<file path="src/rtl/refresh_timer.sv">
// refresh_timer: tREFI down-counter feeding a saturating owed-refresh counter with req/ack handoff.
// Optional early refresh pull-in while the scheduler is idle is enabled by defining REF_PULLIN_EN.
module refresh_timer #(
  parameter int TREFI    = 7800,
  parameter int CNT_W    = 16,
  parameter int MAX_PEND = 8
) (
  input  logic             clk,
  input  logic             rst,
  input  logic             en,
  input  logic             ref_ack,
`ifdef REF_PULLIN_EN
  input  logic             ref_idle,
`endif
  output logic             ref_req,
  output logic [3:0]       pending,
  output logic             urgent,
  output logic             ovf,
  output logic [CNT_W-1:0] count
);
  logic [CNT_W-1:0] count_q, count_d;
  logic [3:0]       pend_q, pend_d;
  logic             ovf_q, ovf_d, pull_q, pull_d;
  logic             tick, acc, full, reload;
  always_comb begin
    full    = pend_q == 4'(MAX_PEND);
    tick    = en && count_q == '0;
    acc     = ref_ack && ref_req;
    // an ack with nothing owed can only be a pulled-in refresh, which restarts the interval
    reload  = tick || (acc && pend_q == 4'd0);
    count_d = reload ? CNT_W'(TREFI - 1) : count_q - CNT_W'(en);
    pend_d  = (tick && !acc) ? pend_q + 4'(!full) :
              (acc && !tick && pend_q != 4'd0) ? pend_q - 4'd1 : pend_q;
    ovf_d   = ovf_q || (tick && !acc && full);
`ifdef REF_PULLIN_EN
    pull_d  = ref_idle && !acc && (pull_q || (pend_q == 4'd0 && count_q < CNT_W'(TREFI / 2)));
`else
    pull_d  = 1'b0;
`endif
  end
  always_ff @(posedge clk) begin
    if (rst) begin
      count_q <= CNT_W'(TREFI - 1);
      pend_q  <= 4'd0;
      ovf_q   <= 1'b0;
      pull_q  <= 1'b0;
    end else begin
      count_q <= count_d;
      pend_q  <= pend_d;
      ovf_q   <= ovf_d;
      pull_q  <= pull_d;
    end
  end
  assign ref_req = pend_q != 4'd0 || pull_q;
  assign urgent  = full;
  assign pending = pend_q;
  assign ovf     = ovf_q;
  assign count   = count_q;
endmodule
</file>
<file path="config.mk">
export PLATFORM = sky130hd
export DESIGN_NAME = refresh_timer
export DESIGN_NICKNAME = d
export VERILOG_FILES = /design/src/rtl/refresh_timer.sv
export SDC_FILE = /design/constraint.sdc
export NUM_CORES = 1
export LEC_CHECK = 0
export CORE_MARGIN = 2
export CORE_UTILIZATION = 25
export DETAILED_ROUTE_END_ITERATION = 8
export PLACE_DENSITY = 0.51
export SLEW_MARGIN = 20
export SYNTH_ARGS = -nofsm -noshare
export SYNTH_HDL_FRONTEND = slang
export SYNTH_SLANG_ARGS = --single-unit
</file>
<file path="constraint.sdc">
create_clock -name clk -period 5.8 [get_ports clk]
set_input_delay 1.45 -clock clk [delete_from_list [all_inputs] [get_ports clk]]
set_output_delay 1.45 -clock clk [all_outputs]
set_load 0.01 [all_outputs]
</file>
==> results.toml, run 1 <==
[outcome]
status = "completed"

[sta]
rsz0062_at_grt = "no"
hold_violations = 0
max_freq_ghz = 0.247
clock-skew-final_ns = 0.00237
timing.hold.ws_ns = 0.488
slew_headroom_pct = 52.6
min_period_over_period_pct = 69.9
tightest_slew_ns = 0.708
fin_crit_ns = 4.05
setup_viol = 0
tns_ns = 0
slew_viol_final = 0

[grt]
grt.total_usage_pct = 10.8
grt_max_degree = 12
grt_pass1_wl_um = 4340
grt_overflow = 0
grt_pass1_vias = 926
antenna_found_initial = 0

[layout]
fillers = 423
layout-area-overhead-vs-synth_pct = 32.1
drive_gt1_share_pct = 7.53
final_nets = 157
diodes = 0

[setup_path]
cp-end-kind = "flip-flop"
ff2ff_path_depth = 9
cp_max_fo = 6
path_class = "in -> reg"
cp.arrival_ns = 4.20
critPathRequiredTime_ns = 5.95
reg2reg_from = "count[2]$_SDFF_PP1_"
r2r_slack_ns = 2.85
crit_path_start = "en"
critPathLaunchType = "input port"

[pwr]
ir_worst_vdd_mv = 0.131
power_leakage_uw = 0.000495
powerDensity_mw_per_mm2 = 321

[hold_path]
hp-start = "ovf$_SDFF_PP0_"
hold_depth = 2
hp-class = "reg -> reg"

[clocking]
postCtsHoldBufs = 0
clk_latency_ns = 0.26
cts_tree = "done"
cts_buffer_depth = 2
cts_buffers = 3
cts_max_level = 1
root_buffer = "clkbuf_8"
path_clk_slew_ns = 0.08
cts.sinks = 21
cts_resized = 0
postCtsSetupRepairBufs = 0

[routing]
ant_nets = 0
via_per_inst = 4.83
drt-total-wl_um = 2500
drtIter0Drc = 48
via_count = 947
first_pass_iters = 4
wl_per_cell_um = 12.8
drc = 0

[placed_design]
dpl.hpwl_um = 1870
gp_congestion = 0.873
portBuffers = 26

[yosys]
ys_warn_count = 0
synth_nets = 129
syn_area_mm2 = 0.00109
yosys.area_share.adder_pct = 7.59
synth.distinct_cells = 35
synthXorXnorAreaFrac_pct = 11.3
avgSynthCellArea_um2 = 9.14
synth-seq-cells = 21
synth_top_family_by_area = "simple AND/OR/NAND/NOR gates"
syn_inst = 119
synth_mux_area_share_pct = 0
synthSimpleGateAreaFrac_pct = 30.7
ys_seq_area_share_pct = 38.7
synth-compound-area-share_pct = 8.98

[floorplan]
rows = 23
dieHeight_um = 70.0
die_w_um = 70.0
core_mm2 = 0.00409
io_pins = 27
die-area_mm2 = 0.00489
initial_core_util_pct = 26.6

[flow_run]
cap_violations = 0
metrics by stage:
| stage | cell area, um^2 | util, % | worst slack, ns | total power, uW | instances |
|---|---|---|---|---|---|
| 6_report | 1440 | 35.2 | 1.75 | 462 | 196 |
| 2_1_floorplan | 1090 | - | 2.29 | 289 | 119 |
| 5_1_grt | 1440 | 35.2 | 1.48 | 489 | 196 |
| 3_5_place_dp | 1390 | 34.0 | 1.50 | 365 | 192 |
| 4_1_cts | 1440 | 35.2 | 1.77 | 462 | 196 |
| 3_3_place_gp | 1390 | 34.0 | 1.59 | 358 | 192 |
Yosys cell counts:
| cell type | n | area share (%) |
|---|---|---|
| a211oi_1 | 1 | 0.69 |
| a21boi_0 | 1 | 0.69 |
| a21o_1 | 1 | 0.69 |
| a21oi_1 | 6 | 2.8 |
| and2_4 | 1 | 0.81 |
| and4b_1 | 1 | 0.92 |
| buf_6 | 1 | 1.0 |
| clkbuf_1 | 2 | 0.69 |
| dfxtp_1 | 21 | 39 |
| fa_1 | 1 | 1.8 |
| ha_1 | 5 | 5.8 |
| inv_1 | 2 | 0.69 |
| inv_2 | 1 | 0.34 |
| nand2_1 | 14 | 4.8 |
| nand2b_1 | 1 | 0.58 |
| nand3_1 | 2 | 0.92 |
| nand4b_1 | 1 | 0.81 |
| nor2_1 | 11 | 3.8 |
| nor2_2 | 2 | 1.2 |
| nor3_1 | 5 | 2.3 |
| nor3_4 | 1 | 1.5 |
| nor3b_2 | 1 | 1.2 |
| nor4_1 | 5 | 2.9 |
| nor4_2 | 1 | 1.2 |
| nor4_4 | 1 | 2.0 |
| nor4b_1 | 2 | 1.6 |
| o211ai_1 | 1 | 0.69 |
| o21ai_0 | 3 | 1.4 |
| o21ai_1 | 1 | 0.46 |
| o41ai_1 | 2 | 1.6 |
| or2_1 | 1 | 0.58 |
| or3_1 | 3 | 1.7 |
| or4_1 | 3 | 2.1 |
| xnor2_1 | 8 | 6.4 |
| xor2_1 | 6 | 4.8 |
kinds of logic (layout without fill, tap and decap cells):
group / count (synthesis) / after routing
AND/OR/NAND/NOR: 56 / 56
flip-flops: 21 / 21
AO/OA/AOI/OAI: 16 / 16
XOR/XNOR: 14 / 14
adder cells (fa/ha/maj): 6 / 6
buffers and inverters: 6 / 33
critical path: stages:
cell and delay (ns):
clkdlybuf4s50_1 0.48, nor4b_1 0.31, nand4b_1 0.30, nor3_4 0.31, inv_2 0.13, ha_1 0.29
a21o_1 0.17, a211oi_1 0.24, a21boi_0 0.26, o21ai_0 0.11, nor3b_2 0.16
sequential cells by signal, summed over array words and instances, names as in the netlist:
signal / count
pending: 4
ovf: 1
count: 16
layout make-up:
| class | instances | area (um^2) | area share [%] |
|---|---|---|---|
| Clock buffer | 4 | 45.0 | 3.14 |
| Inverter | 3 | 11.3 | 0.784 |
| Multi-Input combinational cell | 92 | 637 | 44.3 |
| Sequential cell | 21 | 420 | 29.3 |
| Tap cell | 50 | 62.6 | 4.36 |
| Timing Repair Buffer | 26 | 260 | 18.1 |
worst paths after layout:
kind | to
max | pending[3]$_SDFFE_PP0P_
min reg2reg | ovf$_SDFF_PP0_
max reg2reg | pending[3]$_SDFFE_PP0P_
min | ovf$_SDFF_PP0_
placed cells by master, fill, tap and decap left out, types with 2 or more instances in the layout:
master	n
dfxtp_1	21
nor3_1	5
nor4b_1	2
inv_1	2
or3_1	3
nor2_2	2
or4_1	3
xor2_1	6
nor4_1	5
nand2_1	14
clkdlybuf4s50_1	26
ha_1	5
nor2_1	11
xnor2_1	8
clkbuf_8	3
o41ai_1	2
nand3_1	2
o21ai_0	3
a21oi_1	6
metal layers:
| metal | global-route usage [%] | vias up | routed length, um | share of wire (%) |
|---|---|---|---|---|
| met2 | 16.7 | 24 | 1130 | 45 |
| met5 | 0 | - | 0 | 0 |
| met1 | 14.9 | 442 | 1230 | 49 |
| met4 | 3.21 | 0 | 23 | 0.92 |
| met3 | 2.31 | 4 | 124 | 5.0 |
| li1 | - | 477 | - | - |
where the power goes:
group	total (uW)	internal (uW)	leakage, uW	switching (uW)
combinational	181	97.5	0.000302	83.3
clock	98.0	48.9	0.0000228	49.1
sequential	183	159	0.000171	24.0
Note: power is estimated with default switching activity, not from simulation.
==> run 2, diff against run 1 <==
PLACE_DENSITY = 0.53   (was 0.51)
clock period = 3.28 ns   (was 5.8 ns; I/O delays follow)
==> results.toml, run 2 (synthesized netlist as in run 1, its figures left out) <==
[setup_path]
critPathRequiredTime_ns = 3.42
path_class = "in -> reg"
r2r_slack_ns = 0.51
r2r_end = "pending[3]$_SDFFE_PP0P_"
critPathLaunchType = "input port"
worstSetupEndpoint = "pending[3]$_SDFFE_PP0P_"
cp-end-kind = "flip-flop"
reg2reg_from = "count[2]$_SDFF_PP1_"
ff2ff_path_depth = 9
crit_path_start = "en"
cp.arrival_ns = 3.21
cp_max_fo = 3

[placed_design]
dpl.hpwl_um = 2130
postPlaceCellArea_mm2 = 0.00145
portBuffers = 26
gp_congestion = 0.892

[clocking]
cts_max_level = 1
cts_buffer_depth = 2
root_buffer = "clkbuf_8"
cts_buffers = 3
path_clk_slew_ns = 0.08
cts.sinks = 21
cts_tree = "done"
clk_latency_ns = 0.26
postCtsHoldBufs = 0

[layout]
layout_common_cells = "clkdlybuf4s50_1 (26), dfxtp_1 (21), nand2_1 (14), nor2_1 (11)"
final_common_cell = "clkdlybuf4s50_1"
final_nets = 165
diodes = 0
multi_input_area_um2 = 643
regArea_um2 = 420
drive_gt1_share_pct = 13.0
layout-area-overhead-vs-synth_pct = 38.2
finish.instance_area_mm2 = 0.00150
fillers = 434
largest_reg_flops = 16

[grt]
grt_pass1_wl_um = 4660
grt.total_usage_pct = 11.7
grt_max_degree = 12
grt_pass1_vias = 998
grt_overflow = 0
antenna_found_initial = 0

[routing]
via_count = 974
drtIter0Drc = 46
wl_per_cell_um = 13.4
ant_nets = 0
drc = 0
drt-total-wl_um = 2730
via_per_inst = 4.77
first_pass_iters = 4

[floorplan]
core_mm2 = 0.00409
die-area_mm2 = 0.00489
dieHeight_um = 70.0
die_w_um = 70.0
rows = 23
io_pins = 27
initial_core_util_pct = 26.6

[outcome]
status = "completed"

[sta]
setup_viol = 0
slew_viol_final = 0
hold_violations = 0
min_period_over_period_pct = 93.7
fin_crit_ns = 3.07
slew_headroom_pct = 55.4
clock-skew-final_ns = 0.00636
rsz0062_at_grt = "no"
timing.hold.ws_ns = 0.471
max_freq_ghz = 0.326
tightest_slew_ns = 0.660

[hold_path]
hp-class = "reg -> reg"
hp-start = "ovf$_SDFF_PP0_"

[pwr]
powerDensity_mw_per_mm2 = 560
ir_worst_vdd_mv = 0.183
power_leakage_uw = 0.000535

[flow_run]
cap_violations = 0
==> run 2: per-stage QoR <==
stage                     setup TNS (ns)  util, %  power, uW  worst slack (ns)  instances
after floorplan                        0        -        512             0.404        119
after global placement            -0.152     35.5        655            -0.120        200
after detailed placement          -0.325     35.5        672            -0.204        200
after CTS                              0     36.6        844            0.0743        204
after global routing                   0     36.8        899            0.0170        204
final                                  0     36.8        841             0.208        204
==> run 2: worst max-delay path: stages <==
cell and delay, ns:
clkdlybuf4s50_1 0.47, nor4b_2 0.24, nand4b_1 0.22, nor3_4 0.21, inv_2 0.08, ha_1 0.29, a21o_1 0.18, a211oi_1 0.22
a21boi_1 0.21, o21ai_0 0.10, nor3b_2 0.16
==> run 2: power by group <==
group          switching (uW)  leakage, uW  internal, uW
logic                     155     0.000342           192
clock network            86.5    0.0000228          86.5
registers                41.4     0.000171           281
==> run 2: metal layers <==
layer / global-route usage, % / up-vias / part of all wire [%]
li1: - / 492 / -
met1: 14.9 / 452 / 46
met2: 19.7 / 26 / 49
met3: 2.45 / 4 / 4.2
met4: 3.85 / 0 / 0.51
met5: 0 / - / 0
==> run 2: area by class of cell <==
| type | count | area share (%) |
|---|---|---|
| Tap cell | 50 | 4.16 |
| Timing Repair Buffer | 34 | 21.3 |
| Clock buffer | 4 | 3.00 |
| Sequential cell | 21 | 28.0 |
| Multi-Input combinational cell | 92 | 42.8 |
| Inverter | 3 | 0.749 |
==> run 2: worst min-delay path by stage <==
stage | endpoint | slack, ns | depth (start not counted)
after floorplan | ovf$_SDFF_PP0_ | 0.50 | 2
after global placement | ovf$_SDFF_PP0_ | 0.46 | 2
after detailed placement | ovf$_SDFF_PP0_ | 0.46 | 2
after CTS | ovf$_SDFF_PP0_ | 0.48 | 2
after global routing | ovf$_SDFF_PP0_ | 0.52 | 2
final | ovf$_SDFF_PP0_ | 0.47 | 2
==> run 2: timing repair <==
item | 4_1_cts | 5_1_grt
gates resized for setup | 0 | 2
setup buffers | 0 | 0
setup endpoints to repair | 0 | 2
==> run 3, diff against run 2 <==
ABC_AREA = 1   (was not set)
CAP_MARGIN = 25   (was not set)
CORE_UTILIZATION = 43   (was 25)
PLACE_DENSITY = 0.79   (was 0.53)
==> results.toml, run 3 <==
[outcome]
status = "completed"

[setup_path]
slowest_stage = "clkdlybuf4s50_1"
reg2reg_from = "count[10]$_SDFF_PP1_"
r2r_slack_ns = 1.10
critPathRequiredTime_ns = 3.48
slowest_delay_ns = 0.48
critPathLaunchType = "input port"
r2r_end = "pending[2]$_SDFFE_PP0P_"
worst-path-buf-inv = 2
cp.arrival_ns = 2.88
path_cells = "clkdlybuf4s50_1, nand3_1, nor2_1, nand4_2, inv_1, nand2_1, ha_1, fa_1, xor2_1, nor2_1, nor2_1"
cp_max_fo = 6
ff2ff_path_depth = 11
cp-end-kind = "flip-flop"
crit_family = "simple AND/OR/NAND/NOR gates"
path_class = "in -> reg"
critPathMostFrequentCell = "nor2_1"

[clocking]
cts_max_level = 1
cts_buffer_depth = 2
postCtsHoldBufs = 0
root_buffer = "clkbuf_4"
path_clk_slew_ns = 0.11
cts_resized = 0
cts_tree = "done"
cts_buffers = 3
cts.sinks = 21
clk_latency_ns = 0.30
postCtsSetupRepairBufs = 0

[layout]
final_cells = 208
diodes = 0
regArea_um2 = 420
fillers = 222
largest_reg_flops = 16
final_common_cell = "nand2_1"
final_nets = 189
layout_common_cells = "nand2_1 (33), nor2_1 (30), clkdlybuf4s50_1 (26), dfxtp_1 (21), inv_1 (15)"
layout-area-overhead-vs-synth_pct = 29.9
multi_input_area_um2 = 601
drive_gt1_share_pct = 10.7

[yosys]
synth_edf_count = 0
synth_top_family_by_area = "simple AND/OR/NAND/NOR gates"
yosysMostFrequentCell = "nand2_1"
ys_seq_area_share_pct = 38.8
synth_top_area_share_pct = 38.8
async_flop_share_pct = 0
synth-compound-area-share_pct = 7.15
synth_nets = 158
ys_warn_count = 0
syn_area_mm2 = 0.00108
synth.distinct_cells = 23
avgSynthCellArea_um2 = 7.33
synthXorXnorAreaFrac_pct = 4.84
synthTopCellsByCount = "nand2_1 (33), nor2_1 (30), dfxtp_1 (21)"
synth_mux_area_share_pct = 0
syn_inst = 148
synthSimpleGateAreaFrac_pct = 35.8
synth-seq-cells = 21
yosys.area_share.adder_pct = 7.61
ys_top_cells_by_area = "dfxtp_1 (39%), nand2_1 (11%), nor2_1 (10%), ha_1 (5.8%), inv_1 (5.2%)"
ys_dominant_reg_cell = "dfxtp_1"
synth_area_leader_cell = "dfxtp_1"

[flow_run]
cap_violations = 0

[hold_path]
hold_depth = 2
hp-class = "reg -> reg"
hp-start = "ovf$_SDFF_PP0_"
worstHoldEndpoint = "ovf$_SDFF_PP0_"

[floorplan]
dieHeight_um = 54.2
io_pins = 27
rows = 18
core_mm2 = 0.00243
die_w_um = 54.2
initial_core_util_pct = 44.6
die-area_mm2 = 0.00294

[routing]
drtIter0Drc = 14
ant_nets = 0
wl_met2_um = 1150
drt-total-wl_um = 2190
dr.max_layer_used = "met4"
via_count = 1012
drc = 0
via_per_inst = 4.87
first_pass_iters = 4
met3_wirelength_um = 67
wl_per_cell_um = 10.5
met1_length_um = 947

[sta]
slew_viol_final = 0
clock-skew-final_ns = 0.00425
max_freq_ghz = 0.373
hold_violations = 0
fin_crit_ns = 2.68
min_period_over_period_pct = 81.6
setup_viol = 0
slew_headroom_pct = 77.8
rsz0062_at_grt = "no"
tightest_slew_ns = 0.329
tns_ns = 0

[placed_design]
placed_cells = 204
dpl.hpwl_um = 1780
gp_congestion = 0.772
portBuffers = 26

[grt]
grt_max_degree = 12
grt_pass1_vias = 926
grt_overflow = 0
grt_pass1_wl_um = 3620
antenna_found_initial = 0
grt.total_usage_pct = 16.7

[pwr]
ir_worst_vdd_mv = 0.426
power_leakage_uw = 0.000592
powerDensity_mw_per_mm2 = 449
-- run 3: changes by cell type after synthesis, moves of 4 or more --
cell	delta
xnor2_1	-4
inv_1	+13
nor2_1	+19
nor3_1	-5
nand2_1	+19
xor2_1	-4
nor4_1	-4
-- run 3: worst max path at each step --
stage                     from                 endpoint  slack [ns]  cells past startpoint
after detailed placement    en  pending[2]$_SDFFE_PP0P_        0.25                     11
final                       en  pending[2]$_SDFFE_PP0P_        0.60                     11
after global routing        en  pending[2]$_SDFFE_PP0P_        0.48                     11
after CTS                   en  pending[2]$_SDFFE_PP0P_        0.59                     11
after global placement      en  pending[2]$_SDFFE_PP0P_        0.34                     11
after floorplan             en  pending[2]$_SDFFE_PP0P_        0.92                     10
-- run 3: per-layer routing --
metal / global-route usage, % / up-vias
met1: 19.1 / 466
met5: 0 / -
met2: 31.1 / 18
li1: - / 524
met4: 6.25 / 0
met3: 2.46 / 4
-- run 3: power breakdown --
group          leakage [uW]  switching, uW  internal, uW
sequential         0.000170           18.4           272
clock             0.0000150           75.3          47.4
combinational      0.000407            113           106
total              0.000592            207           425
-- run 3: layout make-up --
class / instances / share of cell area, %
inverter: 17 / 4.53
timing repair buffer: 26 / 18.5
clock buffer: 4 / 1.87
sequential: 21 / 29.8
tap: 30 / 2.66
multi-input combinational: 110 / 42.6
-- run 3: cells by family after synthesis --
logic type	count (synthesis)
buffers and inverters	17
adder cells (fa/ha/maj)	6
flip-flops	21
XOR/XNOR	6
AND/OR/NAND/NOR	83
AO/OA/AOI/OAI	15
-- run 3: worst min-delay path, cell delays in order (launching register included) --
cell and delay (ns):
dfxtp_1 0.33, inv_1 0.05, a21oi_1 0.05
-- run 3: metrics by stage --
stage | instance area [um^2] | power (uW) | worst slack (ns) | util, % | hold WS (ns)
floorplan | 1080 | 423 | 0.924 | - | 0.468
global placement | 1380 | 508 | 0.338 | 56.8 | 0.452
detailed placement | 1380 | 514 | 0.250 | 56.8 | 0.444
CTS | 1410 | 640 | 0.586 | 57.9 | 0.461
global route | 1410 | 683 | 0.476 | 57.9 | 0.491
finish | 1410 | 632 | 0.602 | 57.9 | 0.459
